**src/rtl/bus_arb.sv**
```systemverilog
// bus_arb: registered round-robin arbiter for the 8-bit internal data bus.
//
// Requester 0 is the control unit, 1 the DMA/IO engine, 2 the debug port.
// Only the granted requester's driver/load codes reach the datapath.
// A granted requester may hold the bus with lock for up to MAXBURST cycles
// while others wait. With no one else waiting it may hold indefinitely.
//
// Optional feature macro: BUS_ARB_CU_PRIO_EN
//   defined   - requester 0 wins every arbitration it joins and truncates
//               other owners' locked bursts once they reach 2 cycles.
//   undefined - pure round-robin, no preemption.
//
// Ports:
//   clk        in   system clock, rising edge
//   reset      in   asynchronous active-low reset
//   req        in   [NREQ]   per-requester bus request (level)
//   lock       in   [NREQ]   per-requester burst hold, used only while granted
//   src_sel    in   [NREQ*4] packed outflags codes, requester i at [4i+3:4i]
//   dst_sel    in   [NREQ*5] packed inflags codes, requester i at [5i+4:5i]
//   gnt        out  [NREQ]   one-hot grant, registered
//   outflags   out  [4]      bus driver select, 0 when no grant
//   inflags    out  [5]      bus load select, 0 when no grant
//   busy       out           any grant active, registered
//   burst_cnt  out  [4]      cycles in the current grant, saturating at 15
module bus_arb #(
    parameter int unsigned NREQ     = 3,
    parameter int unsigned MAXBURST = 4
) (
    input  logic              clk,
    input  logic              reset,
    input  logic [NREQ-1:0]   req,
    input  logic [NREQ-1:0]   lock,
    input  logic [NREQ*4-1:0] src_sel,
    input  logic [NREQ*5-1:0] dst_sel,
    output logic [NREQ-1:0]   gnt,
    output logic [3:0]        outflags,
    output logic [4:0]        inflags,
    output logic              busy,
    output logic [3:0]        burst_cnt
);

    localparam int unsigned SW = 4;
    localparam int unsigned DW = 5;
    localparam int unsigned CW = 4;
    localparam int unsigned IW = (NREQ > 2) ? 2 : 1;

    localparam logic [CW-1:0] CNT_ONE = CW'(1);
    localparam logic [CW-1:0] CNT_MAX = {CW{1'b1}};
    localparam logic [CW-1:0] BURST_LIM = CW'(MAXBURST);

    typedef enum logic {
        IDLE  = 1'b0,
        GRANT = 1'b1
    } state_t;

    state_t             state_q, state_d;
    logic [IW-1:0]      own_q, own_d;
    logic [IW-1:0]      rr_q, rr_d;
    logic [CW-1:0]      cnt_q, cnt_d;
    logic [NREQ-1:0]    gnt_q, gnt_d;
    logic [SW-1:0]      outflags_q, outflags_d;
    logic [DW-1:0]      inflags_q, inflags_d;
    logic               busy_q, busy_d;

    // Successor of requester i, wrapping at NREQ.
    function automatic logic [IW-1:0] next_idx(input logic [IW-1:0] i);
        if (i == IW'(NREQ - 1)) begin
            return '0;
        end
        return i + IW'(1);
    endfunction

    // First set bit of r scanning upward from start, wrapping at NREQ.
    function automatic logic [IW-1:0] rr_pick(input logic [NREQ-1:0] r,
                                              input logic [IW-1:0]   start);
        logic [IW-1:0]   res;
        logic            found;
        logic [NREQ-1:0] r_sh;
        int unsigned     idx;
        res   = '0;
        found = 1'b0;
        for (int unsigned k = 0; k < NREQ; k++) begin
            idx = 32'(start) + k;
            if (idx >= NREQ) begin
                idx = idx - NREQ;
            end
            r_sh = r >> idx;
            if (!found && r_sh[0]) begin
                found = 1'b1;
                res   = IW'(idx);
            end
        end
        return res;
    endfunction

    // Arbitration winner; the control unit may override rotation.
    function automatic logic [IW-1:0] arb_pick(input logic [NREQ-1:0] r,
                                               input logic [IW-1:0]   start);
`ifdef BUS_ARB_CU_PRIO_EN
        if (r[0]) begin
            return '0;
        end
`endif
        return rr_pick(r, start);
    endfunction

    logic [NREQ-1:0] own_mask;
    logic [NREQ-1:0] others;
    logic            own_req;
    logic            own_lock;
    logic [IW-1:0]   nxt;
    logic [CW-1:0]   cnt_inc;
    logic            take;
    logic [IW-1:0]   win;
    logic [CW-1:0]   cnt_new;

    // Next-state and registered-output computation.
    always_comb begin
        state_d    = state_q;
        own_d      = own_q;
        rr_d       = rr_q;
        cnt_d      = cnt_q;
        gnt_d      = gnt_q;
        outflags_d = outflags_q;
        inflags_d  = inflags_q;
        busy_d     = busy_q;
        take       = 1'b0;
        win        = own_q;
        cnt_new    = CNT_ONE;

        own_mask = NREQ'(1) << own_q;
        others   = req & ~own_mask;
        own_req  = |(req & own_mask);
        own_lock = |(lock & own_mask);
        nxt      = next_idx(own_q);
        cnt_inc  = (cnt_q == CNT_MAX) ? CNT_MAX : cnt_q + CNT_ONE;

        case (state_q)
            IDLE: begin
                if (|req) begin
                    take    = 1'b1;
                    win     = arb_pick(req, rr_q);
                    cnt_new = CNT_ONE;
                end
            end
            GRANT: begin
                if (!own_req) begin
                    // Release; re-arbitrate in the same edge so a waiting
                    // requester is granted without an idle bubble.
                    rr_d = nxt;
                    if (|req) begin
                        take    = 1'b1;
                        win     = arb_pick(req, nxt);
                        cnt_new = CNT_ONE;
                    end
`ifdef BUS_ARB_CU_PRIO_EN
                end else if ((own_q != '0) && req[0] && own_lock &&
                             (cnt_q >= CW'(2))) begin
                    // Control unit truncates another owner's locked burst.
                    rr_d    = nxt;
                    take    = 1'b1;
                    win     = '0;
                    cnt_new = CNT_ONE;
`endif
                end else if (own_lock && ((cnt_q < BURST_LIM) || !(|others))) begin
                    take    = 1'b1;
                    win     = own_q;
                    cnt_new = cnt_inc;
                end else if (|others) begin
                    // Forced release of an expired burst, or unlocked rotation.
                    rr_d    = nxt;
                    take    = 1'b1;
                    win     = arb_pick(others, nxt);
                    cnt_new = CNT_ONE;
                end else begin
                    take    = 1'b1;
                    win     = own_q;
                    cnt_new = cnt_inc;
                end
            end
            default: ;
        endcase

        // Codes are captured with the grant and refreshed every granted cycle.
        if (take) begin
            state_d    = GRANT;
            own_d      = win;
            cnt_d      = cnt_new;
            gnt_d      = NREQ'(1) << win;
            outflags_d = SW'(src_sel >> (32'(win) * 32'(SW)));
            inflags_d  = DW'(dst_sel >> (32'(win) * 32'(DW)));
            busy_d     = 1'b1;
        end else begin
            state_d    = IDLE;
            cnt_d      = '0;
            gnt_d      = '0;
            outflags_d = '0;
            inflags_d  = '0;
            busy_d     = 1'b0;
        end
    end

    // State and output registers.
    always_ff @(posedge clk or negedge reset) begin
        if (!reset) begin
            state_q    <= IDLE;
            own_q      <= '0;
            rr_q       <= '0;
            cnt_q      <= '0;
            gnt_q      <= '0;
            outflags_q <= '0;
            inflags_q  <= '0;
            busy_q     <= 1'b0;
        end else begin
            state_q    <= state_d;
            own_q      <= own_d;
            rr_q       <= rr_d;
            cnt_q      <= cnt_d;
            gnt_q      <= gnt_d;
            outflags_q <= outflags_d;
            inflags_q  <= inflags_d;
            busy_q     <= busy_d;
        end
    end

    assign gnt       = gnt_q;
    assign outflags  = outflags_q;
    assign inflags   = inflags_q;
    assign busy      = busy_q;
    assign burst_cnt = cnt_q;

endmodule

```
**config.mk**
```make
export PLATFORM = sky130hd
export DESIGN_NAME = bus_arb
export DESIGN_NICKNAME = d
export VERILOG_FILES = /design/src/rtl/bus_arb.sv
export SDC_FILE = /design/constraint.sdc
export NUM_CORES = 1
export LEC_CHECK = 0
export CORE_UTILIZATION = 45
export DETAILED_ROUTE_END_ITERATION = 16
export GPL_TIMING_DRIVEN = 0
export HOLD_SLACK_MARGIN = 0.06
export PLACE_DENSITY = 0.77
export SLEW_MARGIN = 0
export SYNTH_ARGS = -nofsm -noshare
export SYNTH_HDL_FRONTEND = slang
export SYNTH_SLANG_ARGS = --single-unit
```
**constraint.sdc**
```tcl
create_clock -name clk -period 3.8 [get_ports clk]
set_input_delay 0.38 -clock clk [delete_from_list [all_inputs] [get_ports clk]]
set_output_delay 0.38 -clock clk [all_outputs]
set_load 0.01 [all_outputs]
```
# Word-level counts from Yosys, hierarchy flattened
# Index checks and enable logic that the tools add are counted.
totals:
  input_bits: 35
  reg_bits: 21
classes:
  shift: 13
  bitwise: 5
  n_eq_ne: 4
  n_mul: 1
  addsub: 12
  mux: 91
  n_lt_le_gt_ge: 7
  n_reduce_logical: 20
ops:
  columns: ["operator", "count"]
  rows:
  - ["$mux W32", 33]
  - ["$shr A3 B32 Y1", 9]
  - ["$mux W2", 19]
  - ["$mux W1", 28]
  - ["$mux W4", 6]
  - ["$sub A3 B2 Y4 const B", 4]
  - ["$shr A15 B5 Y5", 1]
  - ["$ge A3 B2 Y1 const B", 4]
  - ["$reduce_or A3 Y1", 4]
  - ["$shr A12 B4 Y4", 1]
  - ["$and A3 B3 Y3", 3]
  - ["$pmux W4 S2", 1]
  - ["$logic_and A1 B1 Y1", 7]
  - ["$logic_not A1 Y1", 7]
  - ["$add A2 B1 Y3 const B", 2]
  - ["$add A2 B2 Y3 const B", 2]
  - ["$shl A1 B2 Y3 const A", 2]
  - ["$sub A2 B2 Y3 const B", 2]
  - ["$mul A2 B3 Y5 const B", 1]
  - ["$mux W5", 1]
  - ["$add A4 B1 Y4 const B", 1]
  - ["$eq A4 B4 Y1 const B", 1]
  - ["$ge A2 B2 Y1 const B", 2]
  - ["$lt A4 B3 Y1 const B", 1]
  - ["other kinds (11)", 11]

# Depth between registers and ports, before layout
# Gate-level depths: netlist (run 1).
depth:
  depth_word: 33
  mapped_depth: 13
  depth_no_buf: 11

# Worst setup path before layout (run 1)
# No wires, ideal clock.
synth_path:
  path_kind: "reg-to-reg"
  startpoint: "register own_q[1]"
  endpoint: "register inflags_q[0], in the netlist inflags[0]"
  path_stages_with_launch: 12
  path_buffers: 1
  t_required_ns: 3.722
  setup_ns: 0.078
  slack_ns: 1.091
  arrival_time_ns: 2.631
  synth_period_minus_slack_ns: 2.709
  cell_sequence: "dfrtp_1 -> buf_2 -> nor2_1 -> inv_1 -> ha_1 -> mux2_4 -> a211oi_2 -> o2111a_2 -> or4_1 -> nand4_2 -> nor2_2 -> o2bb2ai_1"
synth_between:
  elab_chain_len: 32
synth_lines:
  columns: ["element", "line_no", "text"]
  rows:
  - ["from (decl)", "57", "logic [IW-1:0] own_q, own_d;"]
  - ["from (signal assigned)", "216", "own_q <= own_d;"]
  - ["$eq A2 B2 Y1 *", "67", "if (i == IW'(NREQ - 1)) begin"]
  - ["$mux W1 *", "67", null]
  - ["$mux W2 *", "70", "return i + IW'(1);"]
  - ["via nxt[0]", "111", "logic [IW-1:0] nxt;"]
  - ["$sub A2 B2 Y3 or $ge A2 B2 Y1 (tied branches)", "85, 84", null]
  - ["$mux W32", "84", "if (idx >= NREQ) begin"]
  - ["$mux W32", "169", "end else if (|others) begin"]
  - ["$mux W32", "165", "end else if (own_lock && ((cnt_q < BURST_LIM) || !(|others))) begin"]
  - ["[... 18 more ...]", null, null]
  - ["$mux W2", "169", null]
  - ["$mux W2", "165", null]
  - ["$mux W2 *", "147", "if (!own_req) begin"]
  - ["$pmux W2 S2 *", "138", "case (state_q)"]
  - ["$mul A2 B3 Y5 *", "191", "inflags_d = DW'(dst_sel >> (32'(win) * 32'(DW)));"]
  - ["$shr A15 B5 Y5 *", "191", null]
  - ["$mux W5 *", "185", "if (take) begin"]
  - ["via inflags_d[0]", "62", "logic [DW-1:0] inflags_q, inflags_d;"]
  - ["to (signal assigned)", "221", "inflags_q <= inflags_d;"]
  - ["to (decl)", "62", null]
# Mark *: on every way through the listed nets, which the timed path passes. The rest lies on a longest branch. The select of a mux whose other input is x is not followed.
# A chain may end at the register's enable or synchronous reset.

# Final worst setup path (run 1)
layout_path:
  startpoint: "register own_q[1]"
  endpoint: "register outflags_q[0], in the netlist outflags[0]"
layout_between:
  elab_chain_len: 31
layout_lines:
  columns: ["element", "line_no", "text"]
  rows:
  - ["$eq A2 B2 Y1 *", "67", null]
  - ["$mux W1 *", "67", null]
  - ["$mux W2 *", "70", null]
  - ["via nxt[0]", "111", null]
  - ["$sub A2 B2 Y3 or $ge A2 B2 Y1 (tied branches)", "85, 84", null]
  - ["$mux W32", "84", null]
  - ["$mux W32", "169", null]
  - ["$mux W32", "165", null]
  - ["[... 17 more ...]", null, null]
  - ["$mux W2", "88", "if (!found && r_sh[0]) begin"]
  - ["$mux W2", "169", null]
  - ["$mux W2", "165", null]
  - ["$mux W2 *", "147", null]
  - ["$pmux W2 S2 *", "138", null]
  - ["$shr A12 B4 Y4 *", "190", "outflags_d = SW'(src_sel >> (32'(win) * 32'(SW)));"]
  - ["$mux W4 *", "185", null]
  - ["via outflags_d[0]", "61", "logic [SW-1:0] outflags_q, outflags_d;"]
  - ["to (signal assigned)", "220", "outflags_q <= outflags_d;"]
  - ["to (decl)", "61", null]
# Marks and branches as above.

==> results of run 1 <==
## final cells by class
cell class,instances,area [µm²]
clock inverter,1,5.00
fill,291,1150
sequential,21,526
timing repair buffer,51,510
inverter,12,45.0
multi-input combinational,139,1060
buffer,9,71.3
clock buffer,3,41.3
tap,46,57.6
## synth_stat cells, types with 4 or more instances
library cell                instances  area share, %
sky130_fd_sc_hd__nand2_1            9            2.0
sky130_fd_sc_hd__dfrtp_1           21             31
sky130_fd_sc_hd__mux2i_1           12            7.1
sky130_fd_sc_hd__o2bb2ai_1          9            4.6
sky130_fd_sc_hd__nor3_1             6            1.8
sky130_fd_sc_hd__a21oi_1            8            2.4
sky130_fd_sc_hd__inv_1             10            2.2
sky130_fd_sc_hd__nor2_1            15            3.3
sky130_fd_sc_hd__nand3_1            7            2.1
sky130_fd_sc_hd__buf_6              4            2.6
sky130_fd_sc_hd__o21ai_0           11            3.2
sky130_fd_sc_hd__ha_1               9            6.6
## report_power, final
part / switching (mW) / internal (mW) / total (mW)
combinational: 0.613 / 0.548 / 1.16
sequential: 0.0634 / 0.317 / 0.381
clock: 0.0720 / 0.0730 / 0.145
total: 0.749 / 0.938 / 1.69
## path summary, 6_finish.rpt
kind                               from            to  slack, ns  depth (start not counted)
min in group asynchronous         reset   outflags[1]       0.63                          1
max in group asynchronous         reset      own_q[1]       2.60                          1
max                            own_q[1]   outflags[0]       0.64                         11
min                        burst_cnt[3]  burst_cnt[3]       0.54                          1
min reg2reg                burst_cnt[3]  burst_cnt[3]       0.54                          1
max reg2reg                    own_q[1]   outflags[0]       0.64                         11
## worst max-delay path, stage by stage (launching register included)
cell and delay, ns:
sky130_fd_sc_hd__dfrtp_1 0.44, sky130_fd_sc_hd__buf_2 0.21, sky130_fd_sc_hd__nor2_1 0.20, sky130_fd_sc_hd__inv_1 0.09, sky130_fd_sc_hd__ha_1 0.42, sky130_fd_sc_hd__mux2_4 0.34
sky130_fd_sc_hd__a211oi_2 0.24, sky130_fd_sc_hd__o2111a_2 0.27, sky130_fd_sc_hd__or4_1 0.15, sky130_fd_sc_hd__nand4_2 0.16, sky130_fd_sc_hd__nor2_2 0.38, sky130_fd_sc_hd__o2bb2ai_1 0.18
## kinds of logic (layout without fill, tap and decap cells)
family                   after synthesis  after routing  share of synthesized area, %
AND/OR/NAND/NOR                       61             61                          20.2
flip-flops                            21             21                          30.9
adder cells (fa/ha/maj)                9              9                          6.62
multiplexers                          16             16                          10.6
AO/OA/AOI/OAI                         53             53                          24.9
buffers and inverters                 21             76                          6.84
## metrics by stage
step | hold WS [ns] | power [mW] | area (µm²) | worst slack, ns
after global placement | 0.525 | 1.51 | 2270 | 0.699
final | 0.544 | 1.69 | 2320 | 0.640
after CTS | 0.549 | 1.70 | 2320 | 0.627
after detailed placement | 0.537 | 1.55 | 2270 | 0.655
after global routing | 0.580 | 1.82 | 2320 | 0.350
after floorplan | 0.0844 | 1.18 | 1700 | 1.09
## metal layers
| layer | track usage [%] | part of all wire, % | wire, µm |
|---|---|---|---|
| met4 | 5.40 | 0.82 | 36 |
| met1 | 28.2 | 43 | 1860 |
| met3 | 3.80 | 6.2 | 270 |
| met5 | 0 | 0 | 0 |
| met2 | 41.4 | 50 | 2200 |
## flip-flops by register name, summed over array words and instances (netlist names)
signal and cells:
gnt 3, burst_cnt 4, own_q 2, busy 1
outflags 4, inflags 5, rr_q 2
==> impl_table.tex, run 1 <==
\begin{tabular}{lr}
\hline
Metric & Value \\
\hline
\multicolumn{2}{l}{\textbf{Drt}} \\
Vias per cell & just under 6 \\
Antenna violation net count after detailed routing & 0 \\
Via count & 1631 \\
First drt pass iteration count & 4 \\
Routed wirelength normalized by instance count & around 15 µm \\
Number of remaining DRC errors & 0 \\
Routed WL & $\sim$4400 µm \\
DR iter-0 viols & about 110 \\
\multicolumn{2}{l}{\textbf{Cells and area}} \\
Count of placed standard cells in the final layout, fillers left out & 282 \\
Area added between synthesis and finish & 36.1\% \\
Most frequent standard cell in the layout excluding fill and tap cells & sky130\_fd\_sc\_hd\_\_clkdlybuf4s50\_1 \\
Final \#Nets & $\sim$280 \\
Fraction of final layout cells sized beyond drive strength 1 & about an eighth \\
Diode count & 0 \\
Utilization after layout & 66.8\% \\
Top library cells by usage in the layout, fill and taps aside & sky130\_fd\_sc\_hd\_\_clkdlybuf4s50\_1, sky130\_fd\_sc\_hd\_\_dfrtp\_1, sky130\_fd\_sc\_hd\_\_nor2\_1, sky130\_fd\_sc\_hd\_\_mux2i\_1, sky130\_fd\_sc\_hd\_\_o21ai\_0 \\
\multicolumn{2}{l}{\textbf{Synthesis}} \\
Count of yosys warnings during synthesis & 0 \\
Number of enable flip-flop cells after synthesis & 0 \\
Syn Inst Count & about 180 \\
Sequential cell area fraction in the yosys report & a little under a third \\
Synth Area per Inst & about 9.4 µm² \\
Syn nets & 225 \\
Netlist Area Pre-Place & roughly 1700 µm² \\
Post-synthesis async set-or-reset flop share & 100\% \\
Count of different cell masters after synthesis & slightly below 60 \\
Predominant post-synthesis flop cell & sky130\_fd\_sc\_hd\_\_dfrtp\_1 \\
Flip-flop and latch count after synthesis & 21 \\
\multicolumn{2}{l}{\textbf{Clock tree}} \\
Worst-path clk slew & approximately 0.080 ns \\
Number of gates resized after CTS & 0 \\
Root Driver & sky130\_fd\_sc\_hd\_\_clkbuf\_8 \\
Clock Sink Count & 21 \\
Buffer count from post-CTS setup fixing & 0 \\
H-tree depth & 1 \\
Worst-skew pair later-pin latency & roughly 0.26 ns \\
Total CTS buffers & 3 \\
Largest buffer count on any clock path & 2 \\
CTS Hold Bufs & 0 \\
TritonCTS clock tree & built \\
\multicolumn{2}{l}{\textbf{Timing}} \\
Count of endpoints failing hold in the final timing report & 0 \\
Period utilisation layout & between 80\% and 90\% \\
FMAX & between 0.3 and 0.4 GHz \\
Final Slew Violations & 0 \\
Worst Tran Pin Value & $\sim$0.9 ns \\
Unrepaired setup endpoints after global routing & no \\
Final clock skew & a little under 0.003 ns \\
Headroom to the max-slew limit & 38.4\% \\
Final Setup Violations & 0 \\
Min cycle time layout & 3.16 ns \\
Total negative setup slack & 0 ns \\
\multicolumn{2}{l}{\textbf{Placement}} \\
Placed instance count & 278 \\
Half-perimeter wire length of the detailed placement result & between 3000 and 4000 µm \\
GP Congestion & $\sim$0.85 \\
Total of buffers placed on input and output ports & 51 \\
\multicolumn{2}{l}{\textbf{Global route}} \\
Global route overflow & 0 \\
Vias in the first global route & between 1500 and 2000 \\
Initial antenna violation count & 0 \\
First-pass GRT wire length & around 7400 µm \\
Largest net degree at the start of global routing & 22 \\
GRT Resource Usage Total & 23.0\% \\
\multicolumn{2}{l}{\textbf{Power and ir drop}} \\
Maximum ir drop on the vdd rail & between 0.4 and 0.5 mV \\
P per Cell Area & 728 nW/µm² \\
Pleak & about 0.95 nW \\
\multicolumn{2}{l}{\textbf{Setup path}} \\
Nature of the critical path endpoint & flop \\
Crit path required time & between 3 and 4 ns \\
Arrival @ worst endpoint & between 3 and 4 ns \\
Largest driver fanout on the critical path & 10 \\
Kind of critical path & flop to flop \\
Kind of start point of the critical path & flop \\
\multicolumn{2}{l}{\textbf{Floorplan}} \\
Vertical die dimension & approximately 63 µm \\
Core outline area & approximately 3500 µm² \\
Number of top-level design ports & between 50 and 60 \\
Total die area & about 4000 µm² \\
Number of cell rows & 21 \\
Effective utilization at floorplan & 49.1\% \\
Horizontal die dimension & about 63 µm \\
\multicolumn{2}{l}{\textbf{Worst hold path}} \\
Type of the worst min-delay path & flop to flop \\
\multicolumn{2}{l}{\textbf{Run status}} \\
Run status & completed \\
\multicolumn{2}{l}{\textbf{Run}} \\
Max cap viols & 0 \\
\hline
\end{tabular}
Note: power is estimated with default switching activity, not from simulation.
==> inputs of run 2 (changes only) <==
--- a/config.mk
+++ b/config.mk
@@ -5,7 +5,7 @@
 export SDC_FILE = /design/constraint.sdc
 export NUM_CORES = 1
 export LEC_CHECK = 0
-export CORE_UTILIZATION = 45
+export CORE_UTILIZATION = 43
 export DETAILED_ROUTE_END_ITERATION = 16
 export GPL_TIMING_DRIVEN = 0
 export HOLD_SLACK_MARGIN = 0.06
==> constraint.sdc (replaced) <==
create_clock -name clk -period 2.65 [get_ports clk]
set_input_delay 0.265 -clock clk [delete_from_list [all_inputs] [get_ports clk]]
set_output_delay 0.265 -clock clk [all_outputs]
set_load 0.01 [all_outputs]
==> run 2 against run 1 <==
- flip-flop and latch count did not move
- wire length rose by 6.8%
- the flow now finishes with violations (negative setup slack)
- clock skew rose by 0.0036 ns
- critical path depth rose by 1
- combinational power rose by 91%
- via count rose by 4.5%
- critical path type unchanged
- final cell count rose by 6.7%
- non-clock buffer count rose by 15
- total power rose by 76%
- clock-buffer cell count rose by 1
- first-iteration DRC count fell by 23%
- die area rose by 4.5%
==> impl_table.tex, run 2 (same netlist as run 1, synthesis figures left out) <==
\begin{tabular}{lr}
\hline
Metric & Value \\
\hline
\multicolumn{2}{l}{\textbf{Global route}} \\
Initial antenna violation count & 0 (unchanged) \\
Global route overflow & 0 (unchanged) \\
First-pass GRT wire length & 7510 µm (+1.8\%) \\
Vias in the first global route & 1625 (+1.8\%) \\
GRT Resource Usage Total & 22.9\% (-0.081 points) \\
Largest net degree at the start of global routing & 22 (unchanged) \\
\multicolumn{2}{l}{\textbf{Clock tree}} \\
Worst-skew pair later-pin latency & 0.26 ns (about the same) \\
Clock Sink Count & 21 (unchanged) \\
TritonCTS clock tree & built \\
Total CTS buffers & 3 (unchanged) \\
CTS Hold Bufs & 0 (unchanged) \\
Root Driver & sky130\_fd\_sc\_hd\_\_clkbuf\_8 \\
Largest buffer count on any clock path & 2 (unchanged) \\
H-tree depth & 1 (unchanged) \\
Worst-path clk slew & 0.08 ns (about the same) \\
\multicolumn{2}{l}{\textbf{Floorplan}} \\
Number of top-level design ports & 52 (unchanged) \\
Number of cell rows & 22 (+4.8\%) \\
Total die area & 4210 µm² (+4.5\%) \\
Vertical die dimension & 64.9 µm (+2.2\%) \\
Effective utilization at floorplan & 45.8\% (-3.3 points) \\
Core outline area & 3720 µm² (+7.1\%) \\
Horizontal die dimension & 64.9 µm (+2.2\%) \\
\multicolumn{2}{l}{\textbf{Setup path}} \\
Critical path, cell by cell & buf\_6 -> nor2\_4 -> inv\_2 -> ha\_4 -> mux2\_4 -> a211oi\_4 -> o2111a\_2 -> a2111oi\_4 -> o221ai\_2 -> buf\_6 -> mux2i\_1 -> o2bb2ai\_1 \\
Largest driver fanout on the critical path & 5 (-5) \\
Cell with the most instances on the worst path & sky130\_fd\_sc\_hd\_\_buf\_6 \\
Number of buffers and inverters on the critical path & 3 (+1) \\
Worst reg2reg setup slack & -0.11 ns (-0.75 ns) \\
Worst reg2reg endpoint & inflags[3] \\
Kind of critical path & flop to flop \\
Worst setup path end & inflags[3] \\
Arrival @ worst endpoint & 2.89 ns (-0.45 ns) \\
Crit path largest cell delay & 0.45 ns (about the same) \\
Crit path required time & 2.79 ns (-1.19 ns) \\
Family of cells with the greatest summed delay on the critical path & compound AO/OA/AOI/OAI gates \\
Nature of the critical path endpoint & flop \\
Critical-path cell with the highest stage delay & sky130\_fd\_sc\_hd\_\_dfrtp\_2 \\
Kind of start point of the critical path & flop \\
Reg2Reg Depth & 12 (+1) \\
Levels on crit path & 12 (+1) \\
Start of the worst register-to-register path & own\_q[1] \\
Critical path launch point & own\_q[1] \\
\multicolumn{2}{l}{\textbf{Power and ir drop}} \\
Maximum ir drop on the vdd rail & 0.670 mV (+45\%) \\
P per Cell Area & 1150 nW/µm² (+58\%) \\
Final Total Pwr & 2.97 mW (+76\%) \\
Pleak & 1.05 nW (+10\%) \\
\multicolumn{2}{l}{\textbf{Drt}} \\
Via count & 1705 (+4.5\%) \\
First drt pass iteration count & 4 (unchanged) \\
Antenna violation net count after detailed routing & 0 (unchanged) \\
Vias per cell & 5.66 (-2.1\%) \\
Routed WL & 4660 µm (+6.8\%) \\
Routed wirelength normalized by instance count & 15.5 µm (about the same) \\
Number of remaining DRC errors & 0 (unchanged) \\
DR iter-0 viols & 84 (-23\%) \\
\multicolumn{2}{l}{\textbf{Timing}} \\
Count of endpoints failing hold in the final timing report & 0 (unchanged) \\
Worst Tran Pin Value & 0.887 ns (-0.0336 ns) \\
Final Slew Violations & 0 (unchanged) \\
FMAX & 0.363 GHz (+15\%) \\
Headroom to the max-slew limit & 40.6\% (+2.2 points) \\
Period utilisation layout & 104\% (+21 points) \\
Final Setup Violations & 11 (+11) \\
Final clock skew & 0.00655 ns (+0.00358 ns) \\
Unrepaired setup endpoints after global routing & yes \\
Min cycle time layout & 2.76 ns (-0.403 ns) \\
Worst path setup slack after routing & -0.107 ns (-0.747 ns) \\
\multicolumn{2}{l}{\textbf{Run status}} \\
Run status & complete, but fails checks \\
Failing checks & negative setup slack \\
\multicolumn{2}{l}{\textbf{Placement}} \\
Half-perimeter wire length of the detailed placement result & 3290 µm (-6.3\%) \\
Total of buffers placed on input and output ports & 51 (unchanged) \\
Worst slack at placement & -0.339 ns (-0.994 ns) \\
GP Congestion & 0.912 (+7.0\%) \\
\multicolumn{2}{l}{\textbf{Cells and area}} \\
Utilization after layout & 69.3\% (+2.6 points) \\
Area added between synthesis and finish & 51.4\% \\
Seq. cell area & 528 µm² (+0.48\%) \\
Count of filler cells inserted in the layout & 290 (-0.34\%) \\
Fraction of final layout cells sized beyond drive strength 1 & 22.5\% (+10 points) \\
Total area of multi-input combinational cells & 1180 µm² (+11\%) \\
Diode count & 0 (unchanged) \\
Top library cells by usage in the layout, fill and taps aside & sky130\_fd\_sc\_hd\_\_clkdlybuf4s50\_1, sky130\_fd\_sc\_hd\_\_dfrtp\_1, sky130\_fd\_sc\_hd\_\_buf\_4, sky130\_fd\_sc\_hd\_\_nor2\_1, sky130\_fd\_sc\_hd\_\_mux2i\_1 \\
Most frequent standard cell in the layout excluding fill and tap cells & sky130\_fd\_sc\_hd\_\_clkdlybuf4s50\_1 \\
Flip-flop count of the largest register, all copies and words added & 5 (unchanged) \\
Final \#Nets & 298 (+6.0\%) \\
\multicolumn{2}{l}{\textbf{Run}} \\
Max cap viols & 0 (unchanged) \\
\multicolumn{2}{l}{\textbf{Worst hold path}} \\
Type of the worst min-delay path & input pin to async pin \\
\hline
\end{tabular}
[run 2: cell types whose count changed in the layout (fill, tap and decap cells not counted), sizes merged]
| cell | delta |
|---|---|
| nor2 | +1 |
| buf | +15 |
| nand2 | +1 |
| clkinv | -1 |
| clkbuf | +1 |
[run 2: per-stage QoR]
step                      TNS [ns]  instances  area [µm²]  hold slack [ns]
after detailed placement     -3.33        280        2300            0.535
after CTS                    -1.00        294        2450            0.535
after global routing         -1.75        301        2580            0.566
final                       -0.802        301        2580            0.506
after floorplan                  0        181        1730          -0.0306
after global placement       -3.46        280        2300            0.536
[run 2: how the worst min path moves through the flow]
stage,slack (ns),startpoint,endpoint
after CTS,0.54,reset,inflags[2]
after global routing,0.57,reset,inflags[2]
after global placement,0.54,burst_cnt[3],burst_cnt[3]
after floorplan,-0.03,reset,burst_cnt[0]
final,0.51,reset,inflags[2]
after detailed placement,0.53,burst_cnt[3],burst_cnt[3]
[run 2: final cells by class]
type	instances	area share (%)
multi-input cells	141	45.8
well taps	48	2.33
flip-flops and latches	21	20.5
clock buffers	4	1.75
repair buffers	66	24.6
plain buffers	9	3.01
inverters	12	2.04
[run 2: per-layer routing]
| metal | GRT usage, % | part of all wire, % | up-vias |
|---|---|---|---|
| met5 | 0 | 0 | - |
| li1 | - | - | 826 |
| met3 | 3.17 | 3.3 | 10 |
| met1 | 31.6 | 46 | 818 |
| met2 | 35.9 | 49 | 51 |
| met4 | 8.89 | 1.8 | 0 |
[run 2: power by group]
| part | leakage [nW] | total (mW) | switching, mW | internal (mW) |
|---|---|---|---|---|
| sequential | 0.256 | 0.541 | 0.0826 | 0.458 |
| combinational | 0.773 | 2.22 | 1.12 | 1.10 |
| clock | 0.0228 | 0.206 | 0.0987 | 0.107 |
| total | 1.05 | 2.97 | 1.30 | 1.67 |
[run 2: repair_timing]
| item | CTS | global route |
|---|---|---|
| gates cloned | 2 | 1 |
| resized for setup | 10 | 16 |
| setup buffers | 8 | 6 |
| setup endpoints to repair | 14 | 13 |
| pin swaps | 7 | 10 |
[run 2: worst register-to-register path: stages (launching register included)]
cell	delay, ns
sky130_fd_sc_hd__dfrtp_2	0.45
sky130_fd_sc_hd__buf_6	0.15
sky130_fd_sc_hd__nor2_4	0.12
sky130_fd_sc_hd__inv_2	0.06
sky130_fd_sc_hd__ha_4	0.29
sky130_fd_sc_hd__mux2_4	0.32
sky130_fd_sc_hd__a211oi_4	0.22
sky130_fd_sc_hd__o2111a_2	0.27
sky130_fd_sc_hd__a2111oi_4	0.05
sky130_fd_sc_hd__o221ai_2	0.25
sky130_fd_sc_hd__buf_6	0.18
sky130_fd_sc_hd__mux2i_1	0.20
sky130_fd_sc_hd__o2bb2ai_1	0.09
==> inputs of run 3 (changes only) <==
--- a/config.mk
+++ b/config.mk
@@ -5,11 +5,11 @@
 export SDC_FILE = /design/constraint.sdc
 export NUM_CORES = 1
 export LEC_CHECK = 0
-export CORE_UTILIZATION = 43
+export CORE_UTILIZATION = 45
 export DETAILED_ROUTE_END_ITERATION = 16
+export DONT_BUFFER_PORTS = 1
 export GPL_TIMING_DRIVEN = 0
 export HOLD_SLACK_MARGIN = 0.06
-export PLACE_DENSITY = 0.77
 export SLEW_MARGIN = 0
 export SYNTH_ARGS = -nofsm -noshare
 export SYNTH_HDL_FRONTEND = slang
==> run 3 against run 2 <==
- the run still ends with negative setup slack left
- clock power fell by 2%
- final area fell by 19%
- flip-flop and latch count stayed put
- largest power group unchanged
- wire length down 2.8%
- critical endpoint is now inflags[4]
- global-route usage grew 0.28 points
- setup slack gained 0.046 ns
==> impl_table.tex, run 3 (same netlist as run 1, synthesis figures left out) <==
\begin{tabular}{lr}
\hline
Metric & Value \\
\hline
\multicolumn{2}{l}{\textbf{Timing}} \\
Final Setup Violations & 10 (-1) \\
Final clock skew & 0.00428 ns (-0.00227 ns) \\
Min cycle time layout & 2.71 ns (-0.0462 ns) \\
Worst Tran Pin Value & 0.910 ns (+0.0230 ns) \\
Period utilisation layout & 102\% (-1.7 points) \\
Count of endpoints failing hold in the final timing report & 0 (unchanged) \\
Headroom to the max-slew limit & 39.1\% (-1.5 points) \\
Worst path setup slack after routing & -0.0608 ns (+0.0462 ns) \\
FMAX & 0.369 GHz (+1.7\%) \\
Final Slew Violations & 0 (unchanged) \\
Unrepaired setup endpoints after global routing & yes \\
\multicolumn{2}{l}{\textbf{Floorplan}} \\
Effective utilization at floorplan & 49.1\% (+3.3 points) \\
Horizontal die dimension & 63.5 µm (-2.2\%) \\
Core outline area & 3470 µm² (-6.7\%) \\
Number of top-level design ports & 52 (unchanged) \\
Vertical die dimension & 63.5 µm (-2.2\%) \\
Number of cell rows & 21 (-4.5\%) \\
Total die area & 4030 µm² (-4.3\%) \\
\multicolumn{2}{l}{\textbf{Drt}} \\
Routed WL & 4530 µm (-2.8\%) \\
First drt pass iteration count & 4 (unchanged) \\
DR iter-0 viols & 127 (+51\%) \\
Via count & 1573 (-7.7\%) \\
Antenna violation net count after detailed routing & 0 (unchanged) \\
Routed wirelength normalized by instance count & 18.2 µm (+18\%) \\
Vias per cell & 6.32 (+12\%) \\
Number of remaining DRC errors & 0 (unchanged) \\
\multicolumn{2}{l}{\textbf{Clock tree}} \\
Largest buffer count on any clock path & 2 (unchanged) \\
Root Driver & sky130\_fd\_sc\_hd\_\_clkbuf\_8 \\
H-tree depth & 1 (unchanged) \\
Worst-skew pair later-pin latency & 0.25 ns (about the same) \\
Clock Sink Count & 21 (unchanged) \\
TritonCTS clock tree & built \\
Total CTS buffers & 3 (unchanged) \\
Worst-path clk slew & 0.07 ns (about the same) \\
\multicolumn{2}{l}{\textbf{Cells and area}} \\
Area added between synthesis and finish & 23.4\% \\
Utilization after layout & 60.5\% (-8.8 points) \\
Count of filler cells inserted in the layout & 305 (+5.2\%) \\
Top library cells by usage in the layout, fill and taps aside & sky130\_fd\_sc\_hd\_\_dfrtp\_1, sky130\_fd\_sc\_hd\_\_buf\_4, sky130\_fd\_sc\_hd\_\_nor2\_1, sky130\_fd\_sc\_hd\_\_o21ai\_0, sky130\_fd\_sc\_hd\_\_mux2i\_1 \\
Fraction of final layout cells sized beyond drive strength 1 & 31.0\% (+8.5 points) \\
Final \#Nets & 248 (-17\%) \\
Diode count & 0 (unchanged) \\
Most frequent standard cell in the layout excluding fill and tap cells & sky130\_fd\_sc\_hd\_\_dfrtp\_1 \\
Flip-flop count of the largest register, all copies and words added & 5 (unchanged) \\
\multicolumn{2}{l}{\textbf{Setup path}} \\
Reg2Reg Depth & 12 (unchanged) \\
Crit path largest cell delay & 0.42 ns (-0.03 ns) \\
Largest driver fanout on the critical path & 6 (+1) \\
Arrival @ worst endpoint & 2.89 ns (about the same) \\
Levels on crit path & 12 (unchanged) \\
Kind of start point of the critical path & flop \\
Crit path required time & 2.83 ns (+0.04 ns) \\
Critical path, cell by cell & buf\_6 -> nor2\_4 -> inv\_2 -> ha\_4 -> mux2\_4 -> a211oi\_4 -> o2111a\_2 -> buf\_6 -> or4\_4 -> nand4\_4 -> nor2\_4 -> o2bb2ai\_1 \\
Nature of the critical path endpoint & flop \\
Kind of critical path & flop to flop \\
Number of buffers and inverters on the critical path & 3 (unchanged) \\
Critical-path cell with the highest stage delay & sky130\_fd\_sc\_hd\_\_dfrtp\_1 \\
Family of cells with the greatest summed delay on the critical path & compound AO/OA/AOI/OAI gates \\
\multicolumn{2}{l}{\textbf{Global route}} \\
GRT Resource Usage Total & 23.2\% (+0.28 points) \\
First-pass GRT wire length & 7430 µm (-1.0\%) \\
Vias in the first global route & 1571 (-3.3\%) \\
Global route overflow & 0 (unchanged) \\
Initial antenna violation count & 0 (unchanged) \\
Largest net degree at the start of global routing & 22 (unchanged) \\
\multicolumn{2}{l}{\textbf{Power and ir drop}} \\
Pleak & 0.852 nW (-19\%) \\
Final Total Pwr & 2.74 mW (-7.7\%) \\
Combinational fraction of design power & 70.4\% (-4.5 points) \\
Sequential cell fraction of total power & 22.2\% (+4.0 points) \\
P per Cell Area & 1300 nW/µm² (+13\%) \\
Maximum ir drop on the vdd rail & 0.698 mV (+4.1\%) \\
Switching Fraction & 47.1\% (+3.4 points) \\
NetSw & 1.29 mW (-0.63\%) \\
Cell Int Power & 1.45 mW (-13\%) \\
Clock share of power & 7.4\% (+0.5 points) \\
\multicolumn{2}{l}{\textbf{Placement}} \\
Total of buffers placed on input and output ports & 0 (-100\%) \\
Half-perimeter wire length of the detailed placement result & 3060 µm (-6.9\%) \\
GP Congestion & 0.920 (+0.89\%) \\
\multicolumn{2}{l}{\textbf{Run}} \\
Max cap viols & 0 (unchanged) \\
\multicolumn{2}{l}{\textbf{Run status}} \\
Failing checks & negative setup slack \\
Run status & complete, but fails checks \\
\multicolumn{2}{l}{\textbf{Worst hold path}} \\
Worst hold path cell count & 1 \\
Type of the worst min-delay path & input pin to flop \\
\hline
\end{tabular}
-- run 3: changes by cell type in the layout (fill, tap and decap cells not counted), sizes merged --
cell and change:
dlygate4sd3 +1, clkdlybuf4s50 -51
-- run 3: worst reg2reg max path, cell delays in order (launching register included) --
cell and delay (ns):
sky130_fd_sc_hd__dfrtp_1 0.42, sky130_fd_sc_hd__buf_6 0.14, sky130_fd_sc_hd__nor2_4 0.09, sky130_fd_sc_hd__inv_2 0.06, sky130_fd_sc_hd__ha_4 0.29, sky130_fd_sc_hd__mux2_4 0.32
sky130_fd_sc_hd__a211oi_4 0.22, sky130_fd_sc_hd__o2111a_2 0.30, sky130_fd_sc_hd__buf_6 0.11, sky130_fd_sc_hd__or4_4 0.11, sky130_fd_sc_hd__nand4_4 0.17, sky130_fd_sc_hd__nor2_4 0.26
sky130_fd_sc_hd__o2bb2ai_1 0.14
-- run 3: cell type report --
cell class	count	area (µm²)	area share, %
multi-input combinational	141	1210	57.7
sequential	21	527	25.1
timing repair buffer	17	138	6.56
clock buffer	4	45.0	2.15
tap	46	57.6	2.74
buffer	8	66.3	3.16
inverter	12	55.1	2.62
-- run 3: per-layer routing --
metal | vias up | track usage [%] | routed length [µm]
li1 | 720 | - | -
met1 | 771 | 28.5 | 1830
met2 | 73 | 42.0 | 2400
met3 | 9 | 2.72 | 244
met4 | 0 | 6.53 | 53
met5 | - | 0 | 0
-- run 3: final timing paths --
path	endpoint	from	slack [ns]
worst max-delay path	inflags[4]	own_q[1]	-0.06
worst min-delay path	inflags[0]	dst_sel[10]	0.12
worst max register to register	inflags[4]	own_q[1]	-0.06
worst min register to register	rr_q[1]	rr_q[1]	0.61
max in group asynchronous	own_q[0]	reset	1.45
min in group asynchronous	burst_cnt[1]	reset	0.58
-- run 3: through the flow --
stage | hold slack [ns] | std cells | worst slack [ns] | TNS [ns] | cell area [µm²]
after floorplan | -0.0306 | 181 | 0.0251 | 0 | 1730
after detailed placement | -0.0302 | 227 | -0.322 | -3.05 | 1790
after global placement | -0.0301 | 227 | -0.243 | -2.50 | 1790
final | 0.121 | 249 | -0.0608 | -0.412 | 2100
after global routing | 0.115 | 249 | -0.208 | -1.68 | 2100
after CTS | 0.123 | 247 | -0.0524 | -0.194 | 2080
-- run 3: repair_timing --
item                       CTS  global route
setup buffers               13             2
hold buffers                 1             0
setup endpoints to repair   13            12
gates resized for setup     28             4
hold endpoints to repair    21             0
pin swaps                   13             2
gates cloned                 3             0
-- run 3: power groups by stage --
stage | Combinational (mW) | Clock (mW) | Sequential (mW)
2_1_floorplan | 1.17 | 0 | 0.585
3_3_place_gp | 1.38 | 0 | 0.614
3_5_place_dp | 1.43 | 0 | 0.612
4_1_cts | 1.86 | 0.203 | 0.610
5_1_grt | 2.07 | 0.221 | 0.622
6_report | 1.93 | 0.202 | 0.609
